--- src/rtl/imem_loader_pkg.sv ---
// Shared definitions for the instruction-memory program loader:
// FSM state encodings, halt word and stream field widths.
package imem_loader_pkg;

    localparam int unsigned BYTE_W = 8;
    localparam int unsigned WORD_W = 32;
    localparam int unsigned LEN_W  = 16;

    localparam logic [WORD_W-1:0] HALT_WORD = 32'h0000_0000;

    typedef enum logic [2:0] {
        ST_IDLE,
        ST_LEN_LO,
        ST_LEN_HI,
        ST_DATA,
        ST_HALT,
        ST_DONE,
        ST_ERROR
    } state_t;

endpackage

--- src/rtl/imem_loader_byte_packer.sv ---
// Packs a little-endian byte stream into 32-bit words; byte k lands in bits [8k+7:8k].
// The completed word and its ready strobe are combinational on the 4th shift.
module imem_loader_byte_packer
    import imem_loader_pkg::*;
(
    input  logic              clk,
    input  logic              reset,
    input  logic              clear_i,
    input  logic              shift_en_i,
    input  logic [BYTE_W-1:0] byte_i,
    output logic [WORD_W-1:0] word_c,
    output logic              word_ready_c
);

    localparam int unsigned HOLD_W = WORD_W - BYTE_W;

    logic [HOLD_W-1:0] data_q;
    logic [1:0]        cnt_q;

    // Only the three oldest bytes need storage; the 4th is taken straight from the input.
    always_ff @(posedge clk) begin
        if (reset || clear_i) begin
            data_q <= '0;
            cnt_q  <= '0;
        end else if (shift_en_i) begin
            data_q <= {byte_i, data_q[HOLD_W-1:BYTE_W]};
            cnt_q  <= cnt_q + 2'd1;
        end
    end

    assign word_c       = {byte_i, data_q};
    assign word_ready_c = shift_en_i && (cnt_q == 2'd3);

endmodule

--- src/rtl/imem_loader.sv ---
// Loads a length-prefixed byte stream into instruction memory, appends a halt word,
// and holds the processor in reset until the load has completed.
module imem_loader
    import imem_loader_pkg::*;
#(
    parameter int unsigned DEPTH = 256,
    parameter int unsigned AW    = $clog2(DEPTH)
) (
    input  logic              clk,
    input  logic              reset,
    input  logic              start,
    input  logic              byte_valid,
    input  logic [BYTE_W-1:0] byte_data,
    output logic              byte_ready,
    output logic              imem_we,
    output logic [AW-1:0]     imem_addr,
    output logic [WORD_W-1:0] imem_wdata,
    output logic              cpu_reset,
    output logic              done,
    output logic              error,
    output logic [AW:0]       word_count
);

    state_t            state_q, state_d;
    logic [BYTE_W-1:0] len_lo_q, len_lo_d;
    logic [AW-1:0]     n_q, n_d;
    logic [AW:0]       wc_q, wc_d;
    logic              we_q, we_d;
    logic [AW-1:0]     addr_q, addr_d;
    logic [WORD_W-1:0] wdata_q, wdata_d;
    logic              ready_q, ready_d;
    logic              done_q, done_d;
    logic              error_q, error_d;
    logic              cpu_reset_q, cpu_reset_d;

    logic              xfer_c;
    logic              clear_c;
    logic              shift_c;
    logic [LEN_W-1:0]  len_full_c;
    logic [WORD_W-1:0] word_c;
    logic              word_ready_c;

    assign xfer_c     = byte_valid && ready_q;
    assign shift_c    = xfer_c && (state_q == ST_DATA);
    assign len_full_c = {byte_data, len_lo_q};
    assign clear_c    = start && ((state_q == ST_IDLE) || (state_q == ST_DONE) ||
                                  (state_q == ST_ERROR));

    imem_loader_byte_packer u_packer (
        .clk          (clk),
        .reset        (reset),
        .clear_i      (clear_c),
        .shift_en_i   (shift_c),
        .byte_i       (byte_data),
        .word_c       (word_c),
        .word_ready_c (word_ready_c)
    );

    // Next-state and registered-output logic.
    always_comb begin
        state_d  = state_q;
        len_lo_d = len_lo_q;
        n_d      = n_q;
        wc_d     = wc_q;
        we_d     = 1'b0;
        addr_d   = addr_q;
        wdata_d  = wdata_q;

        unique case (state_q)
            ST_IDLE, ST_DONE, ST_ERROR: begin
                if (start) begin
                    state_d = ST_LEN_LO;
                    wc_d    = '0;
                end
            end
            ST_LEN_LO: begin
                if (xfer_c) begin
                    len_lo_d = byte_data;
                    state_d  = ST_LEN_HI;
                end
            end
            ST_LEN_HI: begin
                if (xfer_c) begin
                    if (len_full_c > LEN_W'(DEPTH - 1)) begin
                        state_d = ST_ERROR;
                    end else begin
                        n_d     = AW'(len_full_c);
                        state_d = (len_full_c == '0) ? ST_HALT : ST_DATA;
                    end
                end
            end
            ST_DATA: begin
                if (word_ready_c) begin
                    we_d    = 1'b1;
                    addr_d  = wc_q[AW-1:0];
                    wdata_d = word_c;
                    wc_d    = wc_q + (AW+1)'(1);
                    if ((wc_q + (AW+1)'(1)) == {1'b0, n_q}) begin
                        state_d = ST_HALT;
                    end
                end
            end
            ST_HALT: begin
                we_d    = 1'b1;
                addr_d  = n_q;
                wdata_d = HALT_WORD;
                state_d = ST_DONE;
            end
            default: state_d = ST_IDLE;
        endcase

        ready_d     = (state_d == ST_LEN_LO) || (state_d == ST_LEN_HI) || (state_d == ST_DATA);
        error_d     = (state_d == ST_ERROR);
        // done follows the halt-write cycle, and drops on the edge that accepts a restart.
        done_d      = (state_q == ST_DONE) && (state_d == ST_DONE);
        cpu_reset_d = !done_d;
    end

    always_ff @(posedge clk) begin
        if (reset) begin
            state_q     <= ST_IDLE;
            len_lo_q    <= '0;
            n_q         <= '0;
            wc_q        <= '0;
            we_q        <= 1'b0;
            addr_q      <= '0;
            wdata_q     <= '0;
            ready_q     <= 1'b0;
            done_q      <= 1'b0;
            error_q     <= 1'b0;
            cpu_reset_q <= 1'b1;
        end else begin
            state_q     <= state_d;
            len_lo_q    <= len_lo_d;
            n_q         <= n_d;
            wc_q        <= wc_d;
            we_q        <= we_d;
            addr_q      <= addr_d;
            wdata_q     <= wdata_d;
            ready_q     <= ready_d;
            done_q      <= done_d;
            error_q     <= error_d;
            cpu_reset_q <= cpu_reset_d;
        end
    end

    assign byte_ready = ready_q;
    assign imem_we    = we_q;
    assign imem_addr  = addr_q;
    assign imem_wdata = wdata_q;
    assign cpu_reset  = cpu_reset_q;
    assign done       = done_q;
    assign error      = error_q;
    assign word_count = wc_q;

endmodule

--- config.mk ---
export PLATFORM = sky130hd
export DESIGN_NAME = imem_loader
export DESIGN_NICKNAME = d
export VERILOG_FILES = /design/src/rtl/imem_loader_pkg.sv /design/src/rtl/imem_loader_byte_packer.sv /design/src/rtl/imem_loader.sv
export SDC_FILE = /design/constraint.sdc
export NUM_CORES = 1
export LEC_CHECK = 0
export ABC_AREA = 0
export CELL_PAD_IN_SITES_DETAIL_PLACEMENT = 0
export CELL_PAD_IN_SITES_GLOBAL_PLACEMENT = 2
export CORE_UTILIZATION = 34
export DETAILED_ROUTE_END_ITERATION = 8
export GPL_TIMING_DRIVEN = 1
export PLACE_DENSITY_LB_ADDON = 0.2
export SLEW_MARGIN = 10
export SYNTH_ARGS = -nofsm -noshare
export SYNTH_HDL_FRONTEND = slang
export SYNTH_HIERARCHICAL = 1
export SYNTH_SLANG_ARGS = --single-unit
export TNS_END_PERCENT = 50
--- constraint.sdc ---
create_clock -name clk -period 3.9 [get_ports clk]
set_input_delay 0.39 -clock clk [delete_from_list [all_inputs] [get_ports clk]]
set_output_delay 0.39 -clock clk [all_outputs]
set_load 0.01 [all_outputs]
======== Word level (Yosys, flattened, before mapping) ========
Index checks and enable logic that the tools add are counted.
W data, S select, Z words.
storage, ports and cells
  bits in registers ....................... 99
  input bits .............................. 12
  output and inout bits ................... 54
  word-level logic and storage cells ...... 69
cells by class
  $add $sub $neg .......................... 2
  order comparisons ....................... 1
  eq/ne operators ......................... 15
  muxes and demuxes ....................... 17
  bitwise operators ....................... 1
  reductions and logical operators ........ 20
operators by type and width
  operator               count
  $pmux W32 S2           1
  $mux W32               1
  $mux W3                7
  $mux W9                2
  $pmux W9 S2            1
  $gt A16 B8 Y1 const B  1
  $logic_not A16 Y1      1
  $pmux W8 S2            1
  $eq A3 B3 Y1 const B   5
  $pmux W3 S5            1
  $eq A3 B2 Y1 const B   4
  $add A9 B1 Y9 const B  1
  $eq A9 B8 Y1           1
  $mux W8                1
  $eq A3 B1 Y1 const B   2
  $reduce_and A3 Y1      2
  $logic_and A1 B1 Y1    5
  $logic_or A1 B1 Y1     5
  $reduce_and A2 Y1      2
  $reduce_bool A2 Y1     2
  $logic_not A3 Y1       1
  $reduce_or A3 Y1       1
  $add A2 B1 Y2 const B  1
  $eq A2 B2 Y1 const B   1
  other kinds (6)        6

======== Longest topological paths before layout ========
Gate-level depths: netlist of run 1.
  word-level depth ........................ 8
  mapped depth ............................ 13
  mapped depth without buffers ............ 9

======== Hierarchy ========
The synthesis of run 1 kept the hierarchy.
modules (own cells, without submodules)
  module                   instances  cells an instance  area each (um^2)  seq. area each (um^2)
  imem_loader              1          382                3,114.2           1,461.4
  imem_loader_byte_packer  1          95                 1,039.7           520.5

======== Worst setup path after synthesis of run 1 ========
OpenSTA, ideal clock, no wires.
  kind .................................... flip-flop to flip-flop
  start point ............................. register state_q[1]
  end point ............................... register wdata_q[26], in the netlist imem_wdata[26]
  library setup time ...................... 0.070 ns
  data arrival time ....................... 2.164 ns
  data required time ...................... 3.830 ns
  setup slack ............................. 1.666 ns
  stages on the path, launching flop included .. 12
  path buffers ............................ 4
  clock period less this slack ............ 2.234 ns
  cells stage by stage .................... dfxtp_1 buf_4 nand3_1 nor2_1 buf_6 buf_6 and2_1 inv_1 nor2_1 clkbuf_1 nand2_1 a21oi_1
on the way
  longest elaborated chain between the ends .. 5
  elaborated cells between the ends (all ways) .. 8
  classes of those cells .................. eq/ne: 3; mux: 1; reduce/logical: 4
RTL lines
  item                                line                           text
  from (decl)                         imem_loader.sv:24              state_t state_q, state_d;
  from (signal assigned)              imem_loader.sv:133             state_q <= state_d;
  $eq A3 B2 Y1                        imem_loader.sv:44              assign shift_c = xfer_c && (state_q == ST_DATA);
  $logic_and A1 B1 Y1                 imem_loader.sv:44
  net shift_c                         imem_loader.sv:38              logic shift_c;
  $logic_and A1 B1 Y1                 imem_loader_byte_packer.sv:32  assign word_ready_c = shift_en_i && (cnt_q == 2'd3);
  net word_ready_c                    imem_loader.sv:41              logic word_ready_c;
  $ne A2 B1 Y1 (no source line)       --
  $reduce_and A2 Y1 (no source line)  --
  to (signal assigned)                imem_loader.sv:139             wdata_q <= wdata_d;
  to (decl)                           imem_loader.sv:30              logic [WORD_W-1:0] wdata_q, wdata_d;
The timed path passes the listed nets, and every way through them passes these cells.
A chain may end at the register's enable or synchronous reset.

======== Worst setup path after layout of run 1 ========
  start point ............................. register state_q[1]
  end point ............................... register cpu_reset_q, in the netlist cpu_reset
on the way
  longest elaborated chain between the ends .. 8
  elaborated cells between the ends (all ways) .. 19
  classes of those cells .................. eq/ne: 7; mux: 6; reduce/logical: 6
RTL lines
  item                  line                           text
  $eq A3 B2 Y1          imem_loader.sv:44
  $logic_and A1 B1 Y1   imem_loader.sv:44
  net shift_c           imem_loader.sv:38
  $logic_and A1 B1 Y1   imem_loader_byte_packer.sv:32
  net word_ready_c      imem_loader.sv:41
  $mux W3               imem_loader.sv:93              if (word_ready_c) begin
  $pmux W3 S5           imem_loader.sv:69              unique case (state_q)
  $eq A3 B3 Y1          imem_loader.sv:115             done_d = (state_q == ST_DONE) && (state_d == ST_DONE);
  $logic_and A1 B1 Y1   imem_loader.sv:115
  $logic_not A1 Y1      imem_loader.sv:116             cpu_reset_d = !done_d;
  to (signal assigned)  imem_loader.sv:143             cpu_reset_q <= cpu_reset_d;
  to (decl)             imem_loader.sv:34              logic cpu_reset_q, cpu_reset_d;
The timed path passes the listed nets, and every way through them passes these cells.

==> metrics.txt, run 1 <==
Max-Slew Margin vs Limit=38.1%; IO buf count=65; final core occ=between 40% and 50%; Startpoint Class=register; IR drop worst, VDD=0.299 mV; DRT Pass-1 Iters=6; RR Startpoint=state_q[1]; GPL Wtd Cong=between 0.7 and 0.8; total negative setup slack=0 ps; Iteration-0 DRC Markers=160; Initial Util=approximately a third; routed via count=between 3000 and 4000; commonest non-fill, non-tap cell in the layout=dfxtp_1; postcts setup bufs=0; Pleak=1.70 nW; Slowest Stage Delay on Critical Path=610 ps; CP Data Arrival Time=between 2000 and 3000 ps; cell area after layout=0.00504 mm²; #FFs+latches synth=99; Sink Count=99; Total Wirelength=10200 µm; max-slew violation count=0; number of hold buffers added after cts=0; Setup CP Type=reg2reg; sw frac=22.9%; post-route ant nets=0; layout cells sized above 1=7.03%; Worst Setup SP=state_q[1]; Post-Syn Instances=477; Die Wd=113 µm; EDFF count, synth=0; post-CTS resize count=0; Post-Syn Nets=roughly 500; DR WL/cell=15.2 µm; ys async rst share=0%; pwr/cell area=384 mW/mm²; Worst-Skew Late Latency=340 ps; Synth top area share=47.7%; Worst Reg2Reg Path Length in Cells=7; drt drc=0; final hold vios=0; Core Area=0.0120 mm²; # nets final=536; row count=40; Final HPWL DP=7020 µm; final worst-path cycle share=62.6%; DIE AREA=0.0127 mm²; Pint=0.00149 W; hold_ws=453 ps; grt ovf=0; final setup violation count=0; syn_area_per_cell=8.71 µm²; crit path to=cpu_reset; most frequent cells in the layout=dfxtp_1 (99), nor2_1 (70), nand2_1 (69); initial antenna violation count=0; Num CTS Buffers=9; Final Skew=slightly above 5 ps; Worst Tran Pin Value=929 ps; area of the multi-input gates=0.00189 mm²; Reg clk slew, reported paths=70 ps; max_cap viols=0; slowest stage cell, crit path=dfxtp_1; post-synth top area cell=dfxtp_1; largest net degree at the start of global routing=34; maximum clock frequency=around 410 MHz; status=finished clean; Hold Crit Class=reg2reg; Reg area=0.00198 mm²; crit path time final=2440 ps; Psw=0.000445 W; clock share of power=43.1%; placed inst area=0.00477 mm²; H-tree Lvls=3; Gate power share=4.1%; Layout area overhead=21.4%; r2r setup slk=~1500 ps; RR Endpoint=cpu_reset; total track usage=between 15 and 20%; most area-consuming cells after synthesis=dfxtp_1 (48%), mux2i_1 (8.2%), a21oi_1 (6.5%), nor2_1 (6.5%), nand2_1 (6.2%); sequential fraction of the synthesis area=47.7%; CP endpoint kind=register; Antenna Cells=0; CTS Root Cell=clkbuf_16; first-pass GRT wire length=17100 µm; Synth cell types=48; RSZ-0062 raised after global routing=false; yosys warns=6; vias in the first global route=3234; sequential share of power=52.8%; synthesized area=approximately 0.0042 mm²; crit-path max FO=28; clock tree buffer depth=2; DR vias/cell=5.02; Top FF cell, synth=dfxtp_1; worst path required time=4130 ps; CTS tree=yes; critical-path cell list=nand3_1, nor2_2, and2_1, nand2_1, buf_4, o31a_1, or3_1; I/O pins=between 60 and 70; Layout fillers=~1200; Die H=113 µm
area by class of cell:
type / instances / share of cell area, %
tap: 147 / 3.65
clock inverter: 5 / 0.719
clock buffer: 10 / 4.74
multi-input combinational: 335 / 37.4
timing repair buffer: 72 / 13.8
inverter: 5 / 0.372
sequential: 99 / 39.3
per-stage QoR:
stage | std cells | total power [W] | setup slack [ps]
final | 673 | 0.00194 | 1460
after global routing | 673 | 0.00202 | 1250
after CTS | 673 | 0.00197 | 1440
after detailed placement | 658 | 0.00113 | 1380
after global placement | 658 | 0.00113 | 1370
after floorplan | 477 | 0.00111 | 1670
how the worst min path moves through the flow:
stage	cells after the start	from	end
after global routing	2	reset	len_lo_q[4]
after CTS	2	u_packer/data_q[6]	imem_wdata[6]
final	2	u_packer/data_q[2]	imem_wdata[2]
after floorplan	2	u_packer/data_q[1]	imem_wdata[1]
after global placement	2	u_packer/data_q[6]	imem_wdata[6]
after detailed placement	2	u_packer/data_q[6]	imem_wdata[6]
synthesized netlist by cell type (2+ instances only):
| cell | count |
|---|---|
| o21ai_0 | 9 |
| nor3_1 | 5 |
| nand3_1 | 21 |
| buf_6 | 7 |
| ha_1 | 2 |
| xnor2_1 | 10 |
| buf_8 | 2 |
| or4_1 | 2 |
| buf_4 | 9 |
| and2_1 | 2 |
| mux2i_1 | 34 |
| or3_1 | 4 |
| clkbuf_1 | 17 |
| nand2_1 | 69 |
| o21ai_1 | 6 |
| nor2_1 | 72 |
| dfxtp_1 | 99 |
| inv_1 | 4 |
| and3_1 | 3 |
| nand3b_1 | 4 |
| nor4_1 | 11 |
| xor2_1 | 6 |
| a21oi_1 | 54 |
critical path, delay by kind of cell, from the launching register on:
| kind | cells | cell delay (ps) |
|---|---|---|
| AND/OR/NAND/NOR | 5 | 1100 |
| flip-flops | 1 | 610 |
| AO/OA/AOI/OAI | 1 | 380 |
| buffers and inverters | 1 | 230 |
power by group through the flow:
stage	clock network (W)	registers (W)	logic, W
CTS	0.000871	0.00102	0.0000807
global route	0.000907	0.00102	0.0000868
detailed placement	0	0.00105	0.0000802
finish	0.000837	0.00102	0.0000787
floorplan	0	0.00104	0.0000651
global placement	0	0.00105	0.0000800
routing by layer:
metal / GRT usage, % / vias to the layer above / routed length, µm
met5: 0 / - / 0
met4: 4.27 / 0 / 83
met3: 5.08 / 7 / 339
met2: 30.2 / 56 / 4990
met1: 21.1 / 1605 / 4790
li1: - / 1713 / -
kinds of logic after synthesis:
group           Yosys count  synth area share [%]
fa+ha+maj                 2                 0.602
mux                      34                  8.19
simple gates            200                  21.4
buf+inv                  43                  7.14
xor+xnor                 16                  3.37
flops                    99                  47.7
compound gates           83                  11.5
flip-flops by register name (all words and copies together), names as in the netlist:
register / count
u_packer/data_q: 24
imem_wdata: 32
n_q: 8
imem_we: 1
byte_ready: 1
word_count: 9
len_lo_q: 8
cpu_reset: 1
done: 1
state_q: 3
u_packer/cnt_q: 2
imem_addr: 8
error: 1
(Power assumes the default switching activity.)
==> inputs of run 2 (changes only) <==
Settings changed: CORE_UTILIZATION 34 to 32.
Clock period 3.9 ns to 2.41 ns, I/O delays scaled along.
==> run 2 against run 1 <==
Against the previous run: global-route usage shrank 0.39 points; critical path depth is the same; total power grew 67%; utilization shrank 0.48 points; hold slack lost 160 ps; wire length grew 4.8%; sequential cell count is the same; largest cell class unchanged.
==> metrics.txt, run 2 (synthesized netlist as in run 1, its figures left out) <==
status=finished clean; pwr/cell area=615 mW/mm² (+60%); largest net degree at the start of global routing=39 (+15%); # nets final=558 (+4.1%); number of cells on the worst hold path=2 (unchanged); slowest stage cell, crit path=nor3_1; placed inst area=0.00497 mm² (+4.1%); Final Power=0.00323 W (+67%); initial antenna violation count=0 (unchanged); Die H=116 µm (+3.0%); DIE AREA=0.0134 mm² (+6.1%); CTS tree=yes; Cell Count Post-Placement=705 (+7.1%); most frequent cells in the layout=dfxtp_1 (99), nor2_1 (70), nand2_1 (69); Setup CP Type=reg2reg; drt drc=0 (unchanged); DR vias/cell=4.75 (-5.4%); Pleak=1.81 nW (+6.7%); post-route insts no fill=721 (+7.1%); final hold vios=0 (unchanged); maximum clock frequency=460 MHz (+12%); Total Wirelength=10700 µm (+4.8%); total negative setup slack=0 ps (unchanged); Die Wd=116 µm (+3.0%); routed via count=3428 (+1.4%); total track usage=17.0% (-0.39 points); post-route ant nets=0 (unchanged); Hold Crit Class=in2reg; RSZ-0062 raised after global routing=false; IO buf count=65 (unchanged); CTS Root Cell=clkbuf_16; area of the multi-input gates=0.00189 mm² (unchanged); Sink Count=99 (unchanged); Worst Tran Pin Value=498 ps (-430 ps); GPL Wtd Cong=0.820 (+4.1%); Startpoint Class=register; number of hold buffers added after cts=0 (unchanged); final worst-path cycle share=90.2% (+28 points); Reg area=0.00198 mm² (unchanged); Layout area overhead=26.7%; Psw=0.000702 W (+58%); Max-Slew Margin vs Limit=66.6% (+29 points); Final HPWL DP=7580 µm (+8.1%); max_cap viols=0 (unchanged); crit path time final=2170 ps (-266 ps); sw frac=21.7% (-1.2 points); Pint=0.00253 W (+69%); commonest non-fill, non-tap cell in the layout=dfxtp_1; post-CTS resize count=0 (unchanged); Core Area=0.0126 mm² (+5.5%); Worst Reg2Reg Path Length in Cells=7 (unchanged); r2r setup slk=240 ps (-1220 ps); Slowest Stage Delay on Critical Path=350 ps (-260 ps); Initial Util=32.9% (-1.8 points); grt ovf=0 (unchanged); CP endpoint kind=register; crit-path max FO=4 (-86%); Num CTS Buffers=9 (unchanged); sequential share of power=51.0% (-1.8 points); I/O pins=66 (unchanged); clock tree buffer depth=2 (unchanged); Worst-Skew Late Latency=340 ps (about the same); clock share of power=44.2% (+1.1 points); vias in the first global route=3401 (+5.2%); max-slew violation count=0 (unchanged); first-pass GRT wire length=17300 µm (+1.5%); Reg clk slew, reported paths=60 ps (about the same); final setup violation count=0 (unchanged); Iteration-0 DRC Markers=153 (-4.4%); H-tree Lvls=3 (unchanged); IR drop worst, VDD=0.327 mV (+9.3%); worst path required time=2640 ps (-1490 ps); postcts setup bufs=0 (unchanged); number of flip-flops in the largest register=32 (unchanged); row count=41 (+2.5%); Gate power share=4.7% (+0.6 points); Antenna Cells=0 (unchanged); DRT Pass-1 Iters=4 (-2); cell area after layout=0.00526 mm² (+4.3%); layout cells sized above 1=10.7% (+3.7 points); Layout fillers=1321 (+7.2%); Final Skew=3.51 ps (-1.63 ps); DR WL/cell=14.8 µm (-2.2%); CP Data Arrival Time=2400 ps (-270 ps); critical-path cell list=ha_1, nand3_1, nor3_1, xnor2_1, nand3_2, o31a_1, or3_1
## run 2: changes by cell type in the layout (fill, tap and decap cells not counted)
cell and change:
clkbuf_1 +1, clkinvlp_4 +1, clkinv_4 -1, clkinv_2 +1, buf_4 +22, bufinv_16 +1
inv_6 -2
## run 2: final timing paths
path | start | to
worst max-delay path | word_count[0] | cpu_reset
worst min-delay path | reset | state_q[2]
worst max register to register | word_count[0] | cpu_reset
worst min register to register | u_packer/data_q[6] | imem_wdata[6]
## run 2: worst max-delay path: cells and delay by family (launching register included)
kind,cells,cell delay (ps)
AND/OR/NAND/NOR,4,990
flip-flops,1,340
AO/OA/AOI/OAI,1,310
adder cells (fa/ha/maj),1,230
XOR/XNOR,1,180
## run 2: power groups by stage
stage          Clock [W]  Sequential (W)  Combinational (W)
2_1_floorplan          0         0.00169           0.000105
3_3_place_gp           0         0.00169           0.000154
3_5_place_dp           0         0.00169           0.000154
4_1_cts          0.00148         0.00165           0.000155
5_1_grt          0.00154         0.00165           0.000166
6_report         0.00143         0.00165           0.000153
## run 2: metrics by stage
stage | util [%] | worst slack (ps) | hold slack [ps]
final | 41.7 | 235 | 291
after floorplan | - | 176 | 388
after global routing | 41.7 | 37.7 | 300
after detailed placement | 39.4 | 218 | 446
after global placement | 39.4 | 204 | 443
after CTS | 41.7 | 200 | 285
## run 2: layer usage
layer  GRT usage (%)  vias up  wire length (µm)
li1                -     1750                 -
met1            21.9     1602              5150
met2            28.1       64              5000
met3            2.82       12               359
met4            7.26        0               184
met5               0        -                 0
## run 2: final cells by class
type	count	area share, %
repair buffers	94	16.4
flip-flops and latches	99	37.7
multi-input cells	335	35.9
clock buffers	11	4.61
clock inverters	5	0.999
well taps	172	4.09
inverters	5	0.357
